**config.mk**
```make
export PLATFORM = sky130hd
export DESIGN_NAME = reg_access_bridge
export DESIGN_NICKNAME = d
export VERILOG_FILES = /design/src/rtl/reg_access_bridge.sv
export SDC_FILE = /design/constraint.sdc
export NUM_CORES = 1
export LEC_CHECK = 0
export ABC_AREA = 1
export CAP_MARGIN = 20
export CORE_ASPECT_RATIO = 1.5
export CORE_MARGIN = 2
export CORE_UTILIZATION = 41
export CTS_CLUSTER_DIAMETER = 60
export CTS_CLUSTER_SIZE = 30
export DETAILED_ROUTE_END_ITERATION = 10
export PLACE_DENSITY = 0.86
export RECOVER_POWER = 50
export SYNTH_ARGS = -nofsm -noshare
export SYNTH_HDL_FRONTEND = slang
export SYNTH_SLANG_ARGS = --single-unit
```
**constraint.sdc**
```tcl
create_clock -name clk -period 1.7 [get_ports clk]
set_clock_uncertainty 0.2 [all_clocks]
set_input_delay 0.255 -clock clk [delete_from_list [all_inputs] [get_ports clk]]
set_output_delay 0.255 -clock clk [all_outputs]
set_load 0.02 [all_outputs]
```
**src/rtl/reg_access_bridge.sv**
```systemverilog
// Host-to-register-file bridge: one outstanding host request, core owns the write port.
// Handshakes: a transfer happens on a rising edge where valid & ready are both high;
// valid is held with its payload stable until that edge and is never gated by ready.
module reg_access_bridge #(
  parameter int DATA_WIDTH = 32,
  parameter int ADDR_WIDTH = 4
) (
  input  logic                  clk,
  input  logic                  reset,
  input  logic                  host_req_valid,
  output logic                  host_req_ready,
  input  logic                  host_req_write,
  input  logic [ADDR_WIDTH-1:0] host_req_addr,
  input  logic [DATA_WIDTH-1:0] host_req_wdata,
  output logic                  host_resp_valid,
  input  logic                  host_resp_ready,
  output logic                  host_resp_write,
  output logic [DATA_WIDTH-1:0] host_resp_rdata,
  input  logic                  core_write_enable,
  input  logic [ADDR_WIDTH-1:0] core_write_addr,
  input  logic [DATA_WIDTH-1:0] core_write_data,
  output logic                  rf_write_enable,
  output logic [ADDR_WIDTH-1:0] rf_write_addr,
  output logic [DATA_WIDTH-1:0] rf_write_data,
  output logic [ADDR_WIDTH-1:0] rf_read_addr,
  input  logic [DATA_WIDTH-1:0] rf_read_data,
  output logic [7:0]            stall_count,
  output logic [2:0]            o_dbg_state
);

  typedef enum logic [2:0] {
    S_IDLE       = 3'd0,
    S_WRITE      = 3'd1,
    S_RD_ISSUE   = 3'd2,
    S_RD_CAPTURE = 3'd3,
    S_RESP       = 3'd4
  } state_t;

  state_t                r_state;
  logic                  r_req_write;
  logic [ADDR_WIDTH-1:0] r_req_addr;
  logic [DATA_WIDTH-1:0] r_req_wdata;
  logic                  r_resp_valid;
  logic                  r_resp_write;
  logic [DATA_WIDTH-1:0] r_resp_rdata;
  logic [ADDR_WIDTH-1:0] r_read_addr;
  logic [7:0]            r_stall_count;
  logic                  r_byp_hit;
  logic [DATA_WIDTH-1:0] r_byp_data;

  logic w_accept;
  logic w_core_hit;

  assign host_req_ready  = (r_state == S_IDLE) && !reset;
  assign w_accept        = host_req_valid && host_req_ready;
  assign w_core_hit      = core_write_enable && (core_write_addr == r_req_addr);

  assign host_resp_valid = r_resp_valid;
  assign host_resp_write = r_resp_write;
  assign host_resp_rdata = r_resp_rdata;
  assign rf_read_addr    = r_read_addr;
  assign stall_count     = r_stall_count;
  assign o_dbg_state     = r_state;

  // Core traffic goes straight through, even in reset; the host only gets leftover cycles.
  always_comb begin
    rf_write_enable = 1'b0;
    rf_write_addr   = '0;
    rf_write_data   = '0;
    if (core_write_enable) begin
      rf_write_enable = 1'b1;
      rf_write_addr   = core_write_addr;
      rf_write_data   = core_write_data;
    end else if (r_state == S_WRITE) begin
      rf_write_enable = 1'b1;
      rf_write_addr   = r_req_addr;
      rf_write_data   = r_req_wdata;
    end
  end

  always_ff @(posedge clk) begin
    if (reset) begin
      r_state       <= S_IDLE;
      r_req_write   <= 1'b0;
      r_req_addr    <= '0;
      r_req_wdata   <= '0;
      r_resp_valid  <= 1'b0;
      r_resp_write  <= 1'b0;
      r_resp_rdata  <= '0;
      r_read_addr   <= '0;
      r_stall_count <= '0;
      r_byp_hit     <= 1'b0;
      r_byp_data    <= '0;
    end else begin
      case (r_state)
        S_IDLE: begin
          r_byp_hit <= 1'b0;
          if (w_accept) begin
            r_req_write <= host_req_write;
            r_req_addr  <= host_req_addr;
            r_req_wdata <= host_req_wdata;
            if (host_req_write) begin
              r_state <= S_WRITE;
            end else begin
              r_read_addr <= host_req_addr;
              r_state     <= S_RD_ISSUE;
            end
          end
        end
        S_WRITE: begin
          if (core_write_enable) begin
            if (r_stall_count != 8'hFF) r_stall_count <= r_stall_count + 8'd1;
          end else begin
            r_resp_valid <= 1'b1;
            r_resp_write <= 1'b1;
            r_resp_rdata <= '0;
            r_state      <= S_RESP;
          end
        end
        S_RD_ISSUE: begin
          // The register file read is already in flight, so a colliding core write is remembered.
          if (w_core_hit) begin
            r_byp_hit  <= 1'b1;
            r_byp_data <= core_write_data;
          end
          r_state <= S_RD_CAPTURE;
        end
        S_RD_CAPTURE: begin
          r_resp_valid <= 1'b1;
          r_resp_write <= 1'b0;
          if (w_core_hit)     r_resp_rdata <= core_write_data;
          else if (r_byp_hit) r_resp_rdata <= r_byp_data;
          else                r_resp_rdata <= rf_read_data;
          r_state <= S_RESP;
        end
        S_RESP: begin
          if (host_resp_ready) begin
            r_resp_valid <= 1'b0;
            r_state      <= S_IDLE;
          end
        end
        default: r_state <= S_IDLE;
      endcase
    end
  end

endmodule

```
# Word-level counts from Yosys, hierarchy flattened
# Cells that the tools add are included.
dict set report word_totals {
  register_bits 118
  elab_cells 59
}
dict set report classes {
  n_reduce_logical 16
  muxes 21
  eq_ne 10
  bitwise_logic 1
  n_addsub 1
}
# operator n
set ops {}
lappend ops {{two-way mux 32 bit} 5}
lappend ops {{case mux 32 bit (2 select lines)} 1}
lappend ops {{case mux 3 bit (5 select lines)} 1}
lappend ops {{AND reduction 3 bit} 4}
lappend ops {{two-way mux 3 bit} 3}
lappend ops {{adder 8 x 1 -> 8 bit (second input constant)} 1}
lappend ops {{two-way mux 4 bit} 2}
lappend ops {{!= test 2 bit (second input constant)} 4}
lappend ops {{!= test 8 bit (second input constant)} 1}
lappend ops {{AND reduction 2 bit} 4}
lappend ops {{equality test 3 x 2 -> 1 bit (second input constant)} 2}
lappend ops {{two-way mux 1 bit} 5}
lappend ops {{equality test 4 bit} 1}
lappend ops {{case mux 1 bit (2 select lines)} 2}
lappend ops {{nonzero test 2 bit} 2}
lappend ops {{equality test 3 x 1 -> 1 bit (second input constant)} 1}
lappend ops {{equality test 3 bit (second input constant)} 1}
lappend ops {{logical AND 1 bit} 3}
lappend ops {{zero test 3 bit} 1}
lappend ops {{case mux 1 bit (3 select lines)} 1}
lappend ops {{nonzero test 3 bit} 1}
lappend ops {{two-way mux 2 bit} 1}
lappend ops {{zero test 1 bit} 1}
lappend ops {{inverter 1 bit} 1}

# Depth between registers and ports, before layout
# Gate-level depths: netlist of the first run.
dict set report depth {
  depth_word 5
  ltp_mapped 10
  depth_no_buf 9
}

# Worst setup path before layout of the first run
# Ideal clock, no wire load.
dict set report synth_path {
  path_kind {flip-flop to output port}
  start {register r_state[0] (netlist: o_dbg_state[0])}
  end {output rf_write_data[10]}
  arrival_time_ns 1.556
  slack_ns -0.311
  stages_incl_launch_ff 8
  cell_sequence {dfxtp_1 inv_1 nor2_1 nand2_1 nor2_1 inv_2 buf_4 o22ai_1}
}
dict set report synth_via {
  elab_chain_len 3
}
# element line
set synth_rtl {}
lappend synth_rtl {{start, declared} 39} ;# state_t r_state;
lappend synth_rtl {{start signal, assigned} 83} ;# r_state <= S_IDLE;
lappend synth_rtl {{start signal, assigned} 103} ;# r_state <= S_WRITE;
lappend synth_rtl {{start signal, assigned} 106} ;# r_state <= S_RD_ISSUE;
lappend synth_rtl {{equality test 3 x 1 -> 1 bit} 74} ;# end else if (r_state == S_WRITE) begin
lappend synth_rtl {{two-way mux 32 bit} 74}
lappend synth_rtl {{two-way mux 32 bit} 70} ;# if (core_write_enable) begin
lappend synth_rtl {{end, declared} 24} ;# output logic [DATA_WIDTH-1:0] rf_write_data,
# No other way between the ends.

# Final worst setup path of the first run
dict set report layout_path {
  start {register r_state[0] (netlist: o_dbg_state[0])}
  end {output rf_write_data[12]}
}
# The elaborated chain is that of the path after synthesis.

==> flow_summary_export.csv, run 1 <==
group,metric,value,unit
drt,vias,8195,
layout,drive_gt1_share,51.7,%
drt,detail-route-antenna-nets,0,
layout,final_cell_mix,"dfxtp_1 (109), clkdlybuf4s50_1 (103), nand2_1 (90), buf_4 (90), inv_1 (74)",
power,vdd_drop_max,1.31,mV
logic_synthesis,ys_seq_area_share,41.3,%
floorplan,io_pins,197,
status,violations,"setup timing",
hold_path,hold_path.class,"in2reg",
critical_path,rr_endpoint,"r_req_wdata[30]",
floorplan,coreArea,13600,um2
sta,hold_viol,0,
placement,pre_cts_slack,-0.723,ns
sta,maxSlewHeadroom,65.8,%
sta,min_period,2.24,ns
cts,clock_latency,0.42,ns
floorplan,rows,52,
cts,root_buffer,"clkbuf_16",
grt,grt_pass1_wl,39400,um
flow_run,max-cap-violations,0,
layout,area_growth,108,%
floorplan,initial_utilization,42.1,%
drt,wl_per_cell,29.7,um
placement,gp_congestion,0.952,
layout,num-nets-final,1200,
cts,clockBufferDepth,2,
layout,final_common_cell,"dfxtp_1",
power,power_density,958,nW/um2
drt,via_per_inst,6.47,
critical_path,crit_family,"buffers and inverters",
placement,port_buffers,196,
critical_path,critPathKind,"reg2out",
placement,post_dp_cell_area,8920,um2
grt,grt_max_degree,75,
drt,drt-initial-drc-count,823,
cts,clk_pin_slew_worst_paths,0.06,ns
sta,setup_ws,-0.540,ns
cts,clock-sinks,118,
drt,routed_wl,37600,um
power,leakage,4.74,nW
grt,antenna_found_initial,1,
critical_path,crit_chain,"inv_4 > nor2_4 > nand2_4 > nor2_4 > inv_6 > buf_16 > o22ai_2 > buf_6",
critical_path,reg2reg_depth,10,
critical_path,cp_max_fo,6,
drt,drc,0,
layout,fin_area,11900,um2
sta,setup-tns-final,-47.58,ns
critical_path,cp.arrival,1.79,ns
sta,tightest_slew,0.512,ns
grt,grt_pass1_vias,7435,
sta,setup_violations,148,
grt,grt_overflow,0,
critical_path,critPathBufInv,4,
logic_synthesis,async_reset_ff_share,0,%
logic_synthesis,synth_cells,768,
sta,hold_slack,0.229,ns
critical_path,startpoint_type,"register",
hold_path,hold_path_depth,3,
sta,min_period_over_period,132,%
critical_path,crit_path_frequent_cell,"nor2_4",
critical_path,endpoint_kind,"primary output",
status,status,"finished, violations left",
grt,track_usage,34.3,%
hold_path,worstHoldStart,"reset",
logic_synthesis,synth-main-ff-cell,"dfxtp_1",
logic_synthesis,synth_nets,879,
critical_path,r2r_start,"o_dbg_state[0]",
sta,max_freq,0.446,GHz
logic_synthesis,ys_seq_elements,118,
logic_synthesis,avgSynthCellArea,7.45,um2
logic_synthesis,ys_types,28,
critical_path,cp_slowest_cell,"dfxtp_4",
critical_path,crit_path_max_incr_delay,0.36,ns
cts,cts_hold_buffers,0,
cts,cts_tree,"yes",
critical_path,required,1.24,ns
critical_path,startpoint,"o_dbg_state[0]",
floorplan,die_y,149,um
floorplan,die_area,14900,um2
hold_path,min_to,"r_byp_data[15]",
sta,final_max_slew_viol_count,0,
floorplan,fp.dieW,100,um
logic_synthesis,synth_area,5720,um2
logic_synthesis,synth_warnings,0,
cts,h-tree-depth,4,
placement,place_hpwl,14900,um
sta,rsz0062_at_grt,"yes",
layout,num-fill-cells,480,
logic_synthesis,synth_edf_count,0,
drt,dr.pass1.iters,5,
critical_path,rrSetupSlack,-0.43,ns
cts,cts-buffers-inserted,17,
## flip-flops by register name (all words and copies together) (netlist names)
| register | count |
|---|---|
| r_byp_hit | 1 |
| stall_count | 8 |
| r_req_wdata | 32 |
| host_resp_rdata | 32 |
| r_req_addr | 4 |
| o_dbg_state | 3 |
| host_resp_valid | 1 |
| r_byp_data | 32 |
| rf_read_addr | 4 |
| host_resp_write | 1 |
## final cells by class
class	count	area, um2	area share [%]
flip-flops and latches	118	2380	20.0
well taps	162	203	1.70
clock inverters	14	128	1.07
diodes	2	5.00	0.0421
inverters	90	365	3.07
repair buffers	353	3880	32.6
multi-input cells	509	4500	37.8
clock buffers	18	439	3.69
## through the flow
step / power [mW] / instances / utilization [%]
5_1_grt: 11.6 / 1265 / 87.5
6_report: 11.4 / 1266 / 87.5
3_5_place_dp: 5.94 / 1181 / 65.6
2_1_floorplan: 4.56 / 768 / -
4_1_cts: 10.1 / 1239 / 76.0
3_3_place_gp: 5.88 / 1181 / 65.6
## cells in the mapped netlist, types with 2 or more instances
master    count  share of area [%]
mux2i_1      32                5.6
o21ai_1      10               0.87
xor2_1        4               0.61
a21oi_2      31                4.7
nor2_1       22                1.4
o21ai_0      35                3.1
nand2_2      31                3.4
clkbuf_1     24                1.6
buf_4         4               0.52
nor2_2        3               0.33
buf_2        21                1.8
nand3_1      70                6.1
o22ai_1      35                3.8
a21oi_1      82                7.2
buf_8         3               0.79
nand2_1     145                9.5
inv_2         2               0.13
nor2_4        2               0.39
inv_1        85                5.6
dfxtp_1     118                 41
clkinv_1      2               0.13
## timing repair
item                                    in CTS  in global routing
endpoints found under the setup margin     202                155
pin swaps                                   32                 60
gates resized for setup                    422                294
setup buffers                               16                 23
gates cloned                                10                 14
endpoints found under the hold margin        0                  0
## cell families after synthesis
family,after synthesis,synth area share (%)
and+or+nand+nor,278,22.0
AOI/OAI and AO/OA,193,19.7
buffers and inverters,142,10.6
DFF,118,41.3
muxes,32,5.60
xor gates and xnor gates,4,0.612
adders and majority gates,1,0.219
## routing by layer
| layer | part of all wire (%) | GRT usage, % | wire length, um |
|---|---|---|---|
| met1 | 31 | 34.7 | 11700 |
| met3 | 9.9 | 8.27 | 3710 |
| met2 | 46 | 59.5 | 17300 |
| met5 | 0.090 | 0 | 34 |
| met4 | 13 | 26.6 | 4890 |
## power breakdown
group	leakage (nW)	switching (mW)	internal (mW)
Clock	0.265	1.53	2.06
Combinational	3.52	2.59	2.02
Sequential	0.962	0.179	3.02
Total	4.74	4.30	7.10
## worst min-delay path: stages
cell,delay (ns)
buf_4,0.15
buf_12,0.26
a21oi_2,0.15
## worst max path at each step
stage / depth (start not counted) / endpoint / slack, ns
floorplan: 7 / rf_write_data[11] / -0.01
global placement: 6 / rf_write_addr[3] / -0.65
detailed placement: 6 / rf_write_data[0] / -0.72
CTS: 8 / rf_write_data[1] / -0.44
global route: 8 / rf_write_data[14] / -0.56
finish: 8 / rf_write_data[12] / -0.54
Note: power is estimated with default switching activity, not from simulation.
==> run 2, diff against run 1 <==
--- a/config.mk
+++ b/config.mk
@@ -10,11 +10,11 @@
 export CORE_ASPECT_RATIO = 1.5
 export CORE_MARGIN = 2
 export CORE_UTILIZATION = 41
-export CTS_CLUSTER_DIAMETER = 60
+export CTS_CLUSTER_DIAMETER = 200
 export CTS_CLUSTER_SIZE = 30
 export DETAILED_ROUTE_END_ITERATION = 10
 export PLACE_DENSITY = 0.86
-export RECOVER_POWER = 50
+export RECOVER_POWER = 100
 export SYNTH_ARGS = -nofsm -noshare
 export SYNTH_HDL_FRONTEND = slang
 export SYNTH_SLANG_ARGS = --single-unit
==> flow_summary_export.csv, run 2 (synthesis results as in run 1) <==
group,metric,value,unit
critical_path,critPathKind,"reg2reg",
sta,setup_ws,-0.562,ns
cts,cts_tree,"yes",
placement,place_hpwl,14900,um
drt,routed_wl,37800,um
floorplan,die_area,14900,um2
floorplan,initial_utilization,42.1,%
placement,gp_congestion,0.952,
layout,instances_no_fill,1266,
power,p_seq_share,28.0,%
grt,grt_pass1_vias,7435,
power,switching_share,37.9,%
floorplan,io_pins,197,
critical_path,startpoint_type,"register",
status,status,"finished, violations left",
drt,detail-route-antenna-nets,0,
cts,h-tree-depth,4,
cts,clock_latency,0.43,ns
drt,wl_per_cell,29.9,um
drt,drt-initial-drc-count,642,
drt,dr.pass1.iters,6,
layout,final_common_cell,"dfxtp_1",
status,violations,"setup timing",
grt,grt_pass1_wl,39400,um
layout,drive_gt1_share,51.5,%
placement,port_buffers,196,
drt,drc,0,
power,vdd_drop_max,1.31,mV
grt,track_usage,34.3,%
grt,grt_overflow,0,
power,power_density,962,nW/um2
placement,pre_cts_slack,-0.723,ns
sta,maxSlewHeadroom,65.1,%
floorplan,die_y,149,um
cts,clk_pin_slew_worst_paths,0.07,ns
sta,setup_violations,151,
floorplan,fp.dieW,100,um
hold_path,hold_path.class,"in2reg",
power,power_frac_clock,31.6,%
drt,via_per_inst,6.51,
cts,clock-sinks,118,
sta,rsz0062_at_grt,"yes",
floorplan,rows,52,
power,comb_power_share,40.5,%
critical_path,endpoint_kind,"register",
critical_path,required,1.78,ns
grt,grt_max_degree,75,
sta,final_max_slew_viol_count,0,
layout,final_cell_mix,"dfxtp_1 (110), clkdlybuf4s50_1 (103), nand2_1 (90)",
placement,placed_cells,1181,
power,internal_power,7.09,mW
power,leakage,4.72,nW
cts,clockBufferDepth,2,
drt,vias,8240,
sta,min_period,2.26,ns
cts,root_buffer,"clkbuf_16",
layout,area_growth,107,%
critical_path,cp.arrival,2.34,ns
sta,min_period_over_period,133,%
critical_path,cp_max_fo,6,
power,p_switching,4.34,mW
sta,max_freq,0.442,GHz
floorplan,coreArea,13600,um2
grt,antenna_found_initial,1,
layout,num-nets-final,1200,
sta,tightest_slew,0.524,ns
cts,cts_hold_buffers,0,
flow_run,max-cap-violations,0,
sta,hold_viol,0,
cts,cts-buffers-inserted,17,
==> run 2: cell count changes in the layout (fill, tap and decap cells not counted) <==
cell,change
clkbuf_1,+2
buf_4,-1
buf_6,-1
clkbuf_4,+1
clkdlybuf4s15_2,-1
dfxtp_1,+1
dfxtp_2,-1
nor3_2,+1
nor3_4,-1
==> run 2: timing repair <==
action,4_1_cts,5_1_grt
endpoints found under the setup margin,202,155
gates resized for setup,422,294
pin swaps,32,60
buffers inserted,16,23
cloned,10,14
==> run 2: final timing paths <==
check | from | end | slack (ns) | cells past startpoint
worst max-delay path | o_dbg_state[0] | r_req_wdata[3] | -0.56 | 9
worst min-delay path | reset | r_byp_data[11] | 0.22 | 3
worst max register to register | o_dbg_state[0] | r_req_wdata[3] | -0.56 | 9
worst min register to register | host_resp_rdata[28] | host_resp_rdata[28] | 0.27 | 2
==> run 2: power by group through the flow <==
stage,Combinational [mW],Sequential [mW],Clock (mW)
finish,4.62,3.20,3.61
global route,4.70,3.20,3.67
detailed placement,2.77,3.17,0
CTS,3.52,3.12,3.44
global placement,2.72,3.16,0
floorplan,1.29,3.27,0
==> run 2: through the flow <==
step	hold slack, ns	setup TNS [ns]	power, mW	cell area, um2	util (%)
finish	0.215	-49.08	11.4	11900	87.3
global route	0.241	-53.12	11.6	11900	87.3
CTS	0.186	-27.92	10.1	10300	76.0
detailed placement	0.253	-62.73	5.94	8920	65.6
global placement	0.243	-57.15	5.88	8920	65.6
floorplan	0.190	-0.180	4.56	6030	-
==> run 2: critical path: stages (launching register included) <==
cell and delay [ns]:
dfxtp_4 0.35, buf_4 0.13, buf_6 0.11, nor2_4 0.12
nand2_2 0.13, nor2_4 0.22, buf_6 0.15, nand2_8 0.10
buf_16 0.18, a21oi_1 0.41
==> run 2: area by class of cell <==
cell class,instances,area [um2]
antenna,2,5.00
clock buffer,18,439
clock inverter,14,128
fill,491,1720
inverter,90,365
multi-input combinational,509,4500
sequential,118,2370
tap,162,203
timing repair buffer,353,3860
==> run 2: per-layer routing <==
metal | up-vias | track usage [%] | part of all wire [%]
met4 | 0 | 26.6 | 14
met1 | 3795 | 34.7 | 31
met2 | 833 | 59.5 | 45
li1 | 3197 | - | -
met5 | - | 0 | 0
met3 | 415 | 8.27 | 10
==> run 3, diff against run 2 <==
--- a/config.mk
+++ b/config.mk
@@ -15,6 +15,7 @@
 export DETAILED_ROUTE_END_ITERATION = 10
 export PLACE_DENSITY = 0.86
 export RECOVER_POWER = 100
+export SKIP_LAST_GASP = 1
 export SYNTH_ARGS = -nofsm -noshare
 export SYNTH_HDL_FRONTEND = slang
 export SYNTH_SLANG_ARGS = --single-unit
==> flow_summary_export.csv, run 3 (synthesis results as in run 1) <==
group,metric,value,unit
power,leakage,4.68,nW
placement,gp_congestion,0.952,
drt,drt-initial-drc-count,654,
grt,grt_max_degree,75,
cts,h-tree-depth,4,
status,status,"finished, violations left",
floorplan,coreArea,13600,um2
drt,vias,7797,
sta,maxSlewHeadroom,52.7,%
drt,dr.pass1.iters,6,
grt,met2_usage,58.4,%
sta,min_period_over_period,132,%
floorplan,die_area,14900,um2
critical_path,cp_max_fo,11,
sta,min_period,2.24,ns
drt,wl_per_cell,26.7,um
drt,detail-route-antenna-nets,0,
floorplan,fp.dieW,100,um
drt,routed_wl,33600,um
cts,cts_tree,"yes",
sta,final_max_slew_viol_count,0,
floorplan,initial_utilization,42.1,%
grt,grtUsageMet1,34.6,%
critical_path,cp.arrival,1.78,ns
layout,area_growth,101,%
placement,port_buffers,196,
critical_path,required,1.24,ns
power,power,11.2,mW
flow_run,max-cap-violations,0,
sta,max_freq,0.447,GHz
grt,antenna_found_initial,2,
floorplan,io_pins,197,
floorplan,die_y,149,um
layout,final_common_cell,"dfxtp_1",
critical_path,critPathKind,"reg2out",
layout,final_cell_mix,"dfxtp_1 (110), clkdlybuf4s50_1 (103), buf_4 (102)",
grt,grt_pass1_wl,38800,um
grt,use_met3,8.74,%
status,violations,"setup timing",
layout,num-nets-final,1192,
hold_path,hold_path.class,"in2reg",
cts,cts-buffers-inserted,17,
hold_path,hold_path_depth,5,
critical_path,reg2reg_depth,11,
grt,grt_overflow,0,
grt,grt_pass1_vias,7344,
grt,busiest_layer,"met2",
cts,clk_pin_slew_worst_paths,0.06,ns
cts,clock_latency,0.42,ns
sta,tightest_slew,0.689,ns
power,vdd_drop_max,0.841,mV
placement,place_hpwl,14900,um
cts,clock-sinks,118,
drt,via_per_inst,6.20,
cts,root_buffer,"clkbuf_16",
layout,drive_gt1_share,49.4,%
power,power_density,974,nW/um2
critical_path,endpoint_kind,"primary output",
cts,cts_hold_buffers,0,
cts,clockBufferDepth,2,
sta,rsz0062_at_grt,"yes",
sta,setup-tns-final,-46.02,ns
grt,track_usage,34.0,%
critical_path,startpoint_type,"register",
placement,pre_cts_slack,-0.723,ns
drt,drc,0,
sta,setup_violations,150,
sta,setup_ws,-0.537,ns
sta,hold_viol,0,
floorplan,rows,52,
-- run 3: changes by cell type in the layout (fill, tap and decap cells not counted), sizes merged --
cell         change
buf              -6
clkbuf           -1
dlygate4sd2      -1
-- run 3: routing by layer --
metal / vias up / part of all wire, %
met5: - / 0
met4: 0 / 10
met3: 275 / 8.9
met2: 658 / 48
met1: 3691 / 33
li1: 3173 / -
-- run 3: worst paths after layout --
kind	from	endpoint	slack, ns
worst max-delay path	o_dbg_state[0]	rf_write_data[2]	-0.54
worst max register to register	o_dbg_state[0]	r_req_wdata[1]	-0.49
worst min-delay path	reset	r_req_wdata[12]	0.21
worst min register to register	host_resp_rdata[28]	host_resp_rdata[28]	0.27
-- run 3: stage by stage --
step | hold WS [ns] | cell area [um2] | cells | util [%]
after floorplan | 0.190 | 6030 | 768 | -
after global placement | 0.243 | 8920 | 1181 | 65.6
after detailed placement | 0.253 | 8920 | 1181 | 65.6
after CTS | 0.185 | 10300 | 1239 | 75.8
after global routing | 0.225 | 11500 | 1258 | 84.6
final | 0.213 | 11500 | 1258 | 84.6
-- run 3: worst max-delay path, cell delays in order, from the launching register on --
cell and delay [ns]:
dfxtp_4 0.37, inv_4 0.04, nor2_4 0.11, nand2_4 0.07
nor2_4 0.14, inv_4 0.12, buf_16 0.19, o22ai_4 0.14
buf_6 0.16
-- run 3: layout make-up --
cell class / count / area, um2
clock buffer: 18 / 439
sequential: 118 / 2370
timing repair buffer: 345 / 3700
tap: 162 / 203
inverter: 90 / 360
clock inverter: 14 / 128
antenna: 2 / 5.00
multi-input combinational: 509 / 4300
fill: 568 / 2090
-- run 3: repair_timing --
item | in CTS | in global routing
pin swaps | 32 | 68
setup endpoints to repair | 202 | 156
cloned | 10 | 11
setup buffers | 16 | 17
resized for setup | 415 | 241
-- run 3: power by group --
group          switching, mW  total [mW]  leakage (nW)  internal (mW)
combinational           2.48        4.52          3.46           2.04
clock                   1.46        3.52         0.265           2.06
sequential             0.143        3.17         0.961           3.02
